===== config.mk =====
export PLATFORM = sky130hd
export DESIGN_NAME = serializador
export DESIGN_NICKNAME = d
export VERILOG_FILES = /design/src/rtl/serializador.sv
export SDC_FILE = /design/constraint.sdc
export NUM_CORES = 1
export LEC_CHECK = 0
export ABC_AREA = 1
export CORE_ASPECT_RATIO = 1.25
export CORE_MARGIN = 1.5
export CORE_UTILIZATION = 37
export CTS_BUF_LIST = sky130_fd_sc_hd__clkbuf_2
export CTS_CLUSTER_DIAMETER = 200
export DETAILED_ROUTE_END_ITERATION = 8
export GPL_TIMING_DRIVEN = 0
export REMOVE_ABC_BUFFERS = 1
export SLEW_MARGIN = 40
export SYNTH_ARGS = -nofsm -noshare
export SYNTH_HDL_FRONTEND = slang
export SYNTH_SLANG_ARGS = --single-unit

===== constraint.sdc =====
create_clock -name clk_10KHz -period 3.25 [get_ports clk_10KHz]
set_input_delay 0.65 -clock clk_10KHz [delete_from_list [all_inputs] [get_ports clk_10KHz]]
set_output_delay 0.65 -clock clk_10KHz [all_outputs]
set_load 0.02 [all_outputs]

===== src/rtl/serializador.sv =====
// serializador: parallel-to-serial shifter draining an upstream queue, one bit per write_out pulse.
// Define SERIALIZADOR_PARITY_EN to append an even-parity bit after the data bits.
module serializador #(
   parameter int DATA_W    = 8,
   parameter bit MSB_FIRST = 1
) (
   input  logic              clk_10KHz,
   input  logic              reset,
   input  logic [DATA_W-1:0] data_in,
   input  logic              valid_in,
   output logic              dequeue_out,
   input  logic              rx_busy_in,
   output logic              data_out,
   output logic              write_out,
   output logic              busy_out,
   output logic              done_out
);
`ifdef SERIALIZADOR_PARITY_EN
   localparam int FRAME = DATA_W + 1;
`else
   localparam int FRAME = DATA_W;
`endif
   localparam int CW = $clog2(FRAME + 1);
   typedef enum logic [1:0] {IDLE, SHIFT, DONE} state_t;
   state_t state;
   logic [DATA_W-1:0] sh;
   logic [CW-1:0] cnt;
   logic next_bit;
`ifdef SERIALIZADOR_PARITY_EN
   logic par;
   assign next_bit = (cnt == CW'(DATA_W)) ? par : (MSB_FIRST ? sh[DATA_W-1] : sh[0]);
`else
   assign next_bit = MSB_FIRST ? sh[DATA_W-1] : sh[0];
`endif
   // The SHIFT state spends one extra edge with cnt == FRAME before DONE, giving a FRAME+3 period.
   always_ff @(posedge clk_10KHz or posedge reset) begin
      if (reset) begin
         state       <= IDLE;
         sh          <= '0;
         cnt         <= '0;
         data_out    <= 1'b0;
         write_out   <= 1'b0;
         dequeue_out <= 1'b0;
         busy_out    <= 1'b0;
         done_out    <= 1'b0;
`ifdef SERIALIZADOR_PARITY_EN
         par         <= 1'b0;
`endif
      end else begin
         write_out   <= 1'b0;
         dequeue_out <= 1'b0;
         done_out    <= 1'b0;
         case (state)
            IDLE: if (valid_in) begin
               sh          <= data_in;
               cnt         <= '0;
               state       <= SHIFT;
               dequeue_out <= 1'b1;
               busy_out    <= 1'b1;
`ifdef SERIALIZADOR_PARITY_EN
               par         <= ^data_in;
`endif
            end
            SHIFT: if (cnt == CW'(FRAME)) begin
               state    <= DONE;
               done_out <= 1'b1;
            end else if (!rx_busy_in) begin
               data_out  <= next_bit;
               write_out <= 1'b1;
               cnt       <= cnt + 1'b1;
               sh        <= MSB_FIRST ? sh << 1 : sh >> 1;
            end
            DONE: begin
               state    <= IDLE;
               busy_out <= 1'b0;
            end
            default: state <= IDLE;
         endcase
      end
   end
endmodule


==> flow_results.xml, run 1 <==
<?xml version="1.0" encoding="UTF-8"?>
<metrics>
  <group name="outcome">
    <metric name="status" unit="">completed</metric>
  </group>
  <group name="placement">
    <metric name="post_placement_cell_count" unit="">167</metric>
    <metric name="finalWeightedCongestion" unit="">0.738</metric>
    <metric name="place.detailed.hpwl" unit="um">1290</metric>
    <metric name="buffer_ports.inserted" unit="">16</metric>
  </group>
  <group name="floorplan">
    <metric name="core-area" unit="um2">2430</metric>
    <metric name="start_util" unit="%">39.1</metric>
    <metric name="io_pins" unit="">17</metric>
    <metric name="design.die.area" unit="um2">2880</metric>
    <metric name="core.rowCount" unit="">20</metric>
    <metric name="die_h" unit="um">59.6</metric>
    <metric name="die_x" unit="um">48.3</metric>
  </group>
  <group name="yosys">
    <metric name="post_synth_num_cell_types" unit="">13</metric>
    <metric name="postSynthCellCount" unit="">121</metric>
    <metric name="avgSynthCellArea" unit="um2">7.84</metric>
    <metric name="mappedNetlistArea" unit="um2">948</metric>
    <metric name="synth-xor-area-share" unit="%">0</metric>
    <metric name="synth_top_family_by_area" unit="">simple AND/OR/NAND/NOR gates</metric>
    <metric name="yosys.area_share.simple" unit="%">38.5</metric>
    <metric name="yosys-mux-area-fraction" unit="%">0</metric>
    <metric name="seq_area_frac_synth" unit="%">50.1</metric>
    <metric name="yosys_register_bits" unit="">19</metric>
    <metric name="synth-adder-area-share" unit="%">2.64</metric>
    <metric name="yosys_warnings" unit="">0</metric>
    <metric name="fraction_of_the_mapped_netlist_area_in_compound_gates" unit="%">1.06</metric>
  </group>
  <group name="grt">
    <metric name="grt_start_max_net_pins" unit="">20</metric>
    <metric name="grt-ovfl-total" unit="">0</metric>
    <metric name="vias_in_the_first_global_route" unit="">795</metric>
    <metric name="grt_usage" unit="%">16.1</metric>
    <metric name="wire_length_of_the_first_global_routing_pass" unit="um">3300</metric>
    <metric name="grt_antenna_before_repair" unit="">0</metric>
  </group>
  <group name="power_and_ir_drop">
    <metric name="worst_ir_drop_vdd" unit="mV">0.366</metric>
    <metric name="leakage" unit="nW">0.626</metric>
    <metric name="power_density" unit="nW/um2">758</metric>
  </group>
  <group name="timing">
    <metric name="period_share" unit="%">59.8</metric>
    <metric name="setup-tns-final" unit="ns">0</metric>
    <metric name="finalSetupViolCount" unit="">0</metric>
    <metric name="max_slew_violations" unit="">0</metric>
    <metric name="finClkSkew" unit="ns">0.00596</metric>
    <metric name="slew_of_the_pin_with_the_lowest_slew_margin" unit="ns">0.690</metric>
    <metric name="rsz0062_at_grt" unit="">false</metric>
    <metric name="timing_hold_violations_final" unit="">0</metric>
    <metric name="fmax" unit="GHz">0.514</metric>
    <metric name="final_period_minus_worst_setup_slack" unit="ns">1.94</metric>
    <metric name="worst_rel_slew_slack" unit="%">53.7</metric>
  </group>
  <group name="clock_tree">
    <metric name="cts.sink_count" unit="">19</metric>
    <metric name="cts.path.max_buffers" unit="">2</metric>
    <metric name="postCtsSetupRepairBufs" unit="">0</metric>
    <metric name="cts_max_level" unit="">1</metric>
    <metric name="ctsRootBufferMaster" unit="">sky130_fd_sc_hd__clkbuf_2</metric>
    <metric name="hold_bufs_inserted_after_cts" unit="">0</metric>
    <metric name="cts_tree" unit="">built</metric>
    <metric name="numCtsBuffers" unit="">3</metric>
    <metric name="worst_skew_pair.late_latency" unit="ns">0.31</metric>
    <metric name="cts.repair.resized" unit="">0</metric>
    <metric name="clock_slew_at_reported_path_ffs" unit="ns">0.19</metric>
  </group>
  <group name="critical_path">
    <metric name="regToRegStartpoint" unit="">cnt[0]$_DFFE_PP0P_</metric>
    <metric name="cp.arrival" unit="ns">1.29</metric>
    <metric name="startpoint_type" unit="">flop</metric>
    <metric name="critPathMaxFanout" unit="">2</metric>
    <metric name="reg2regPathDepth" unit="">8</metric>
    <metric name="crit_path_cell_trace" unit="">clkdlybuf4s50_1</metric>
    <metric name="path_buf_inv" unit="">1</metric>
    <metric name="regToRegEndpoint" unit="">cnt[2]$_DFFE_PP0P_</metric>
    <metric name="slowest_delay" unit="ns">0.60</metric>
    <metric name="timing_worst_setup_path_type" unit="">flop to output port</metric>
    <metric name="worst_ep_required_time" unit="ns">2.60</metric>
    <metric name="r2r_setup_slack" unit="ns">1.55</metric>
    <metric name="critical-path-slowest-cell" unit="">sky130_fd_sc_hd__clkdlybuf4s50_1</metric>
    <metric name="path_delay_family" unit="">buffers and inverters</metric>
    <metric name="endpoint_kind" unit="">output port</metric>
  </group>
  <group name="finish">
    <metric name="flow.area_growth_from_synthesis" unit="%">20.4</metric>
    <metric name="sequential_cell_area" unit="um2">475</metric>
    <metric name="final_layout_size_suffix_gt1_share" unit="%">5.80</metric>
    <metric name="final-instance-count-excl-fill" unit="">171</metric>
    <metric name="nets" unit="">153</metric>
    <metric name="multi_input_area" unit="um2">400</metric>
    <metric name="final.fill_count" unit="">260</metric>
    <metric name="antenna_cells_inserted" unit="">0</metric>
  </group>
  <group name="detailed_routing">
    <metric name="wire_length_per_cell_after_detailed_routing" unit="um">10.7</metric>
    <metric name="num_vias" unit="">830</metric>
    <metric name="drt_first_pass_iters" unit="">4</metric>
    <metric name="wirelength" unit="um">1830</metric>
    <metric name="via_per_inst" unit="">4.85</metric>
    <metric name="detailedRoute.firstIterationViolations" unit="">20</metric>
    <metric name="drc_errors" unit="">0</metric>
    <metric name="drtAntennaViolNets" unit="">0</metric>
  </group>
  <group name="run">
    <metric name="timing.max_cap.violations" unit="">0</metric>
  </group>
  <group name="min_path">
    <metric name="min_delay_worst_endpoint" unit="">sh[3]$_DFFE_PP0P_</metric>
    <metric name="timing.hold.worst_path_depth" unit="">2</metric>
    <metric name="hold_class" unit="">flop to flop</metric>
    <metric name="hold_start" unit="">sh[3]$_DFFE_PP0P_</metric>
  </group>
</metrics>
cell usage in the layout (no fill, tap or decap):
cell type                         instances
sky130_fd_sc_hd__clkbuf_2                 3
sky130_fd_sc_hd__clkdlybuf4s50_1         16
sky130_fd_sc_hd__clkinv_1                 1
sky130_fd_sc_hd__clkinv_2                 1
sky130_fd_sc_hd__dfrtp_1                 19
sky130_fd_sc_hd__ha_1                     2
sky130_fd_sc_hd__inv_1                   10
sky130_fd_sc_hd__inv_2                    1
sky130_fd_sc_hd__nand2_1                 55
sky130_fd_sc_hd__nand2_4                  2
sky130_fd_sc_hd__nand3_1                 18
sky130_fd_sc_hd__nand3_4                  1
sky130_fd_sc_hd__nand4_1                  1
sky130_fd_sc_hd__nor2_1                   6
sky130_fd_sc_hd__o21ai_0                  2
cell families after synthesis:
| family | Yosys count |
|---|---|
| compound gates | 2 |
| buf+inv | 15 |
| flops | 19 |
| simple gates | 83 |
| fa+ha+maj | 2 |
worst max path at each step:
stage | slack (ns) | to | cells past startpoint | start
after detailed placement | 1.42 | sh[1]$_DFFE_PP0P_ | 6 | valid_in
final | 1.31 | data_out | 1 | data_out$_DFFE_PP0P_
after CTS | 1.27 | data_out | 1 | data_out$_DFFE_PP0P_
after global routing | 1.23 | data_out | 1 | data_out$_DFFE_PP0P_
after floorplan | 1.90 | cnt[2]$_DFFE_PP0P_ | 8 | cnt[0]$_DFFE_PP0P_
after global placement | 1.43 | sh[1]$_DFFE_PP0P_ | 6 | valid_in
layout make-up:
class	instances	area share, %
Sequential cell	19	41.6
Multi-Input combinational cell	87	35.0
Timing Repair Buffer	16	14.0
Inverter	12	3.94
Tap cell	33	3.61
Clock buffer	3	1.31
Clock inverter	1	0.438
power breakdown:
group	switching (W)	internal [W]	total [W]
clock	0.0000757	0.0000279	0.000104
combinational	0.000223	0.000147	0.000370
sequential	0.0000774	0.000315	0.000393
total	0.000376	0.000490	0.000866
flip-flops by register name (all words and copies together), names as in the netlist:
signal and count:
done_out 1, busy_out 1, state 2, write_out 1, dequeue_out 1, sh 8, data_out 1, cnt 4
stage by stage:
| step | cell area (um2) | power [W] | hold slack [ns] | util [%] | setup WS [ns] |
|---|---|---|---|---|---|
| 4_1_cts | 1140 | 0.000878 | 0.501 | 47.1 | 1.27 |
| 5_1_grt | 1140 | 0.000951 | 0.528 | 47.1 | 1.23 |
| 6_report | 1140 | 0.000866 | 0.501 | 47.1 | 1.31 |
| 3_3_place_gp | 1120 | 0.000763 | 0.456 | 46.2 | 1.43 |
| 2_1_floorplan | 921 | 0.000654 | 0.442 | - | 1.90 |
| 3_5_place_dp | 1120 | 0.000773 | 0.459 | 46.2 | 1.42 |
layer usage:
metal,GRT usage (%),wire [um]
met2,26.9,976
met4,8.11,15
met5,0,0
met1,19.1,784
met3,2.44,57
cells in the mapped netlist:
cell type                 count  share of area, %
sky130_fd_sc_hd__nand4_1      1              0.66
sky130_fd_sc_hd__nand2_4      2               2.4
sky130_fd_sc_hd__nand2_1     55                22
sky130_fd_sc_hd__dfrtp_1     19                50
sky130_fd_sc_hd__inv_2        1              0.40
sky130_fd_sc_hd__o21ai_0      2               1.1
sky130_fd_sc_hd__nand3_1     18               9.5
sky130_fd_sc_hd__nand3_4      1               1.8
sky130_fd_sc_hd__ha_1         2               2.6
sky130_fd_sc_hd__buf_6        2               2.4
sky130_fd_sc_hd__inv_1       11               4.4
sky130_fd_sc_hd__nor2_1       6               2.4
sky130_fd_sc_hd__buf_2        1              0.53
(Power assumes the default switching activity.)
==> inputs of run 2 (changes only) <==
==> constraint.sdc (replaced) <==
create_clock -name clk_10KHz -period 1.9 [get_ports clk_10KHz]
set_input_delay 0.38 -clock clk_10KHz [delete_from_list [all_inputs] [get_ports clk_10KHz]]
set_output_delay 0.38 -clock clk_10KHz [all_outputs]
set_load 0.02 [all_outputs]
==> results of run 2 <==
Same layout as run 1 (identical final DEF). Status: completed.
Main changes from that run: setup slack after placement 1.42 ns -> 0.228 ns; setup slack after layout 1.31 ns -> 0.203 ns; hold slack 0.501 ns -> 0.357 ns; start point of the critical path data_out$_DFFE_PP0P_ -> cnt[0]$_DFFE_PP0P_; end point of the critical path data_out -> cnt[2]$_DFFE_PP0P_; register-to-register setup slack 1.55 ns -> 0.20 ns; total power 0.000866 W -> 0.00148 W; worst IR drop on VDD 0.366 mV -> 0.627 mV
==> inputs of run 3 (changes only) <==
==> constraint.sdc (replaced) <==
create_clock -name clk_10KHz -period 2.1 [get_ports clk_10KHz]
set_input_delay 0.42 -clock clk_10KHz [delete_from_list [all_inputs] [get_ports clk_10KHz]]
set_output_delay 0.42 -clock clk_10KHz [all_outputs]
set_load 0.1 [all_outputs]
==> run 3 against run 2 <==
Net effect: core utilization is 1.0 points lower; routed wire length is 1.3% lower; largest power group is now combinational cells; critical endpoint is now sh[1]$_DFFE_PP0P_; critical path type unchanged; first-iteration DRC count is 10% lower.
==> flow_results.xml, run 3 (synthesis results as in run 1) <==
<?xml version="1.0" encoding="UTF-8"?>
<metrics>
  <group name="detailed_routing">
    <metric name="num_vias" unit="">801</metric>
    <metric name="drtAntennaViolNets" unit="">0</metric>
    <metric name="drc_errors" unit="">0</metric>
    <metric name="wirelength" unit="um">1810</metric>
    <metric name="detailedRoute.firstIterationViolations" unit="">18</metric>
    <metric name="wire_length_per_cell_after_detailed_routing" unit="um">10.6</metric>
    <metric name="via_per_inst" unit="">4.68</metric>
    <metric name="drt_first_pass_iters" unit="">4</metric>
  </group>
  <group name="critical_path">
    <metric name="critical_path.endpoint" unit="">sh[1]$_DFFE_PP0P_</metric>
    <metric name="worst_setup_path_startpoint" unit="">cnt[0]$_DFFE_PP0P_</metric>
    <metric name="r2r_setup_slack" unit="ns">0.43</metric>
    <metric name="critPathMaxFanout" unit="">12</metric>
    <metric name="timing_worst_setup_path_type" unit="">flop to flop</metric>
    <metric name="worst_ep_required_time" unit="ns">2.34</metric>
    <metric name="critical-path-slowest-cell" unit="">sky130_fd_sc_hd__dfrtp_1</metric>
    <metric name="cp.arrival" unit="ns">1.91</metric>
    <metric name="endpoint_kind" unit="">flop</metric>
    <metric name="reg2regPathDepth" unit="">8</metric>
    <metric name="regToRegEndpoint" unit="">sh[1]$_DFFE_PP0P_</metric>
    <metric name="startpoint_type" unit="">flop</metric>
    <metric name="slowest_delay" unit="ns">0.49</metric>
    <metric name="crit_path_cell_trace" unit="">inv_1, ha_1, nand2_1, nor2_1, nand2_1, nand2_4, nand2_1, nand2_1</metric>
    <metric name="cpMostUsedCell" unit="">sky130_fd_sc_hd__nand2_1</metric>
    <metric name="regToRegStartpoint" unit="">cnt[0]$_DFFE_PP0P_</metric>
  </group>
  <group name="power_and_ir_drop">
    <metric name="power_switching" unit="W">0.000729</metric>
    <metric name="power.sequential.fraction" unit="%">41.4</metric>
    <metric name="clockPowerShare" unit="%">11.2</metric>
    <metric name="power_frac_comb" unit="%">47.4</metric>
    <metric name="power_density" unit="nW/um2">1310</metric>
    <metric name="worst_ir_drop_vdd" unit="mV">0.649</metric>
    <metric name="p_int" unit="W">0.000735</metric>
    <metric name="leakage" unit="nW">0.630</metric>
    <metric name="total_power" unit="W">0.00146</metric>
    <metric name="swShare" unit="%">49.8</metric>
  </group>
  <group name="floorplan">
    <metric name="io_pins" unit="">17</metric>
    <metric name="start_util" unit="%">39.1</metric>
    <metric name="design.die.area" unit="um2">2880</metric>
    <metric name="die_h" unit="um">59.6</metric>
    <metric name="core-area" unit="um2">2430</metric>
    <metric name="die_x" unit="um">48.3</metric>
    <metric name="core.rowCount" unit="">20</metric>
  </group>
  <group name="timing">
    <metric name="rsz0062_at_grt" unit="">false</metric>
    <metric name="finClkSkew" unit="ns">0.00175</metric>
    <metric name="finalSetupViolCount" unit="">0</metric>
    <metric name="setup-tns-final" unit="ns">0</metric>
    <metric name="final_period_minus_worst_setup_slack" unit="ns">1.67</metric>
    <metric name="slew_of_the_pin_with_the_lowest_slew_margin" unit="ns">0.666</metric>
    <metric name="timing_hold_violations_final" unit="">0</metric>
    <metric name="period_share" unit="%">79.7</metric>
    <metric name="worst_rel_slew_slack" unit="%">55.3</metric>
    <metric name="max_slew_violations" unit="">0</metric>
    <metric name="setup_ws" unit="ns">0.425</metric>
    <metric name="hold_slack" unit="ns">0.382</metric>
    <metric name="fmax" unit="GHz">0.597</metric>
  </group>
  <group name="clock_tree">
    <metric name="hold_bufs_inserted_after_cts" unit="">0</metric>
    <metric name="cts_tree" unit="">built</metric>
    <metric name="numCtsBuffers" unit="">3</metric>
    <metric name="cts.sink_count" unit="">19</metric>
    <metric name="cts.path.max_buffers" unit="">2</metric>
    <metric name="worst_skew_pair.late_latency" unit="ns">0.32</metric>
    <metric name="ctsRootBufferMaster" unit="">sky130_fd_sc_hd__clkbuf_2</metric>
    <metric name="postCtsSetupRepairBufs" unit="">0</metric>
    <metric name="cts_max_level" unit="">1</metric>
    <metric name="cts.repair.resized" unit="">0</metric>
    <metric name="clock_slew_at_reported_path_ffs" unit="ns">0.19</metric>
  </group>
  <group name="placement">
    <metric name="place.detailed.hpwl" unit="um">1280</metric>
    <metric name="dpl_worst_slack" unit="ns">0.436</metric>
    <metric name="finalWeightedCongestion" unit="">0.738</metric>
    <metric name="buffer_ports.inserted" unit="">16</metric>
    <metric name="dpl-instance-area" unit="um2">1100</metric>
  </group>
  <group name="min_path">
    <metric name="hold_class" unit="">primary input to asynchronous set/reset pin</metric>
  </group>
  <group name="finish">
    <metric name="leading_cell_types_in_the_layout_fill_and_taps_excluded" unit="">55 x sky130_fd_sc_hd__nand2_1, 19 x sky130_fd_sc_hd__dfrtp_1, 18 x sky130_fd_sc_hd__nand3_1</metric>
    <metric name="finalInstanceArea" unit="um2">1120</metric>
    <metric name="largest_registers" unit="">sh (8), cnt (4), state (2)</metric>
    <metric name="layout.cells.most_common" unit="">sky130_fd_sc_hd__nand2_1</metric>
    <metric name="max_flop_register" unit="">sh</metric>
    <metric name="final_layout_size_suffix_gt1_share" unit="%">9.42</metric>
    <metric name="antenna_cells_inserted" unit="">0</metric>
    <metric name="flow.area_growth_from_synthesis" unit="%">17.8</metric>
    <metric name="nets" unit="">153</metric>
    <metric name="final.fill_count" unit="">268</metric>
    <metric name="max_ffs_per_register" unit="">8</metric>
  </group>
  <group name="grt">
    <metric name="grt_start_max_net_pins" unit="">20</metric>
    <metric name="grt_usage" unit="%">15.0</metric>
    <metric name="grt_antenna_before_repair" unit="">0</metric>
    <metric name="wire_length_of_the_first_global_routing_pass" unit="um">3010</metric>
    <metric name="grt-ovfl-total" unit="">0</metric>
    <metric name="vias_in_the_first_global_route" unit="">738</metric>
  </group>
  <group name="run">
    <metric name="timing.max_cap.violations" unit="">0</metric>
  </group>
  <group name="outcome">
    <metric name="status" unit="">completed</metric>
  </group>
</metrics>
## run 3: critical path, delay by kind of cell, from the launching register on
kind,cells,cell delay (ns)
fa+ha+maj,1,0.21
buf+inv,1,0.07
flops,1,0.49
simple gates,6,0.82
## run 3: power by group through the flow
stage | clock (W) | combinational (W) | sequential [W]
global route | 0.000181 | 0.000790 | 0.000625
CTS | 0.000167 | 0.000706 | 0.000608
global placement | 0 | 0.000717 | 0.000611
finish | 0.000163 | 0.000695 | 0.000606
floorplan | 0 | 0.000397 | 0.000760
detailed placement | 0 | 0.000704 | 0.000616
## run 3: cell type report
class	instances	area, um2	share of cell area [%]
repair buffers	16	135	12.1
clock buffers	3	15.0	1.34
multi-input cells	87	400	35.8
well taps	33	41.3	3.70
clock inverters	1	5.00	0.448
flip-flops and latches	19	475	42.6
inverters	12	45.0	4.03
## run 3: worst min path at each step
stage	slack, ns	end	from	depth (start not counted)
after detailed placement	0.46	sh[3]$_DFFE_PP0P_	sh[3]$_DFFE_PP0P_	2
after floorplan	0.37	busy_out$_DFFE_PP0P_	reset	1
after CTS	0.50	sh[3]$_DFFE_PP0P_	sh[3]$_DFFE_PP0P_	2
final	0.38	done_out$_DFF_PP0_	reset	2
after global placement	0.46	sh[3]$_DFFE_PP0P_	sh[3]$_DFFE_PP0P_	2
after global routing	0.43	cnt[3]$_DFFE_PP0P_	reset	2
## run 3: stage by stage
step / utilization, % / cells
after floorplan: - / 118
after global placement: 46.2 / 167
after detailed placement: 45.2 / 167
after CTS: 46.0 / 171
after global routing: 46.0 / 171
final: 46.0 / 171
## run 3: metal layers
metal	GRT usage [%]	wire length [um]	up-vias
li1	-	-	405
met5	0	0	-
met3	1.83	52	4
met2	24.4	906	17
met1	17.9	817	375
met4	9.27	33	0
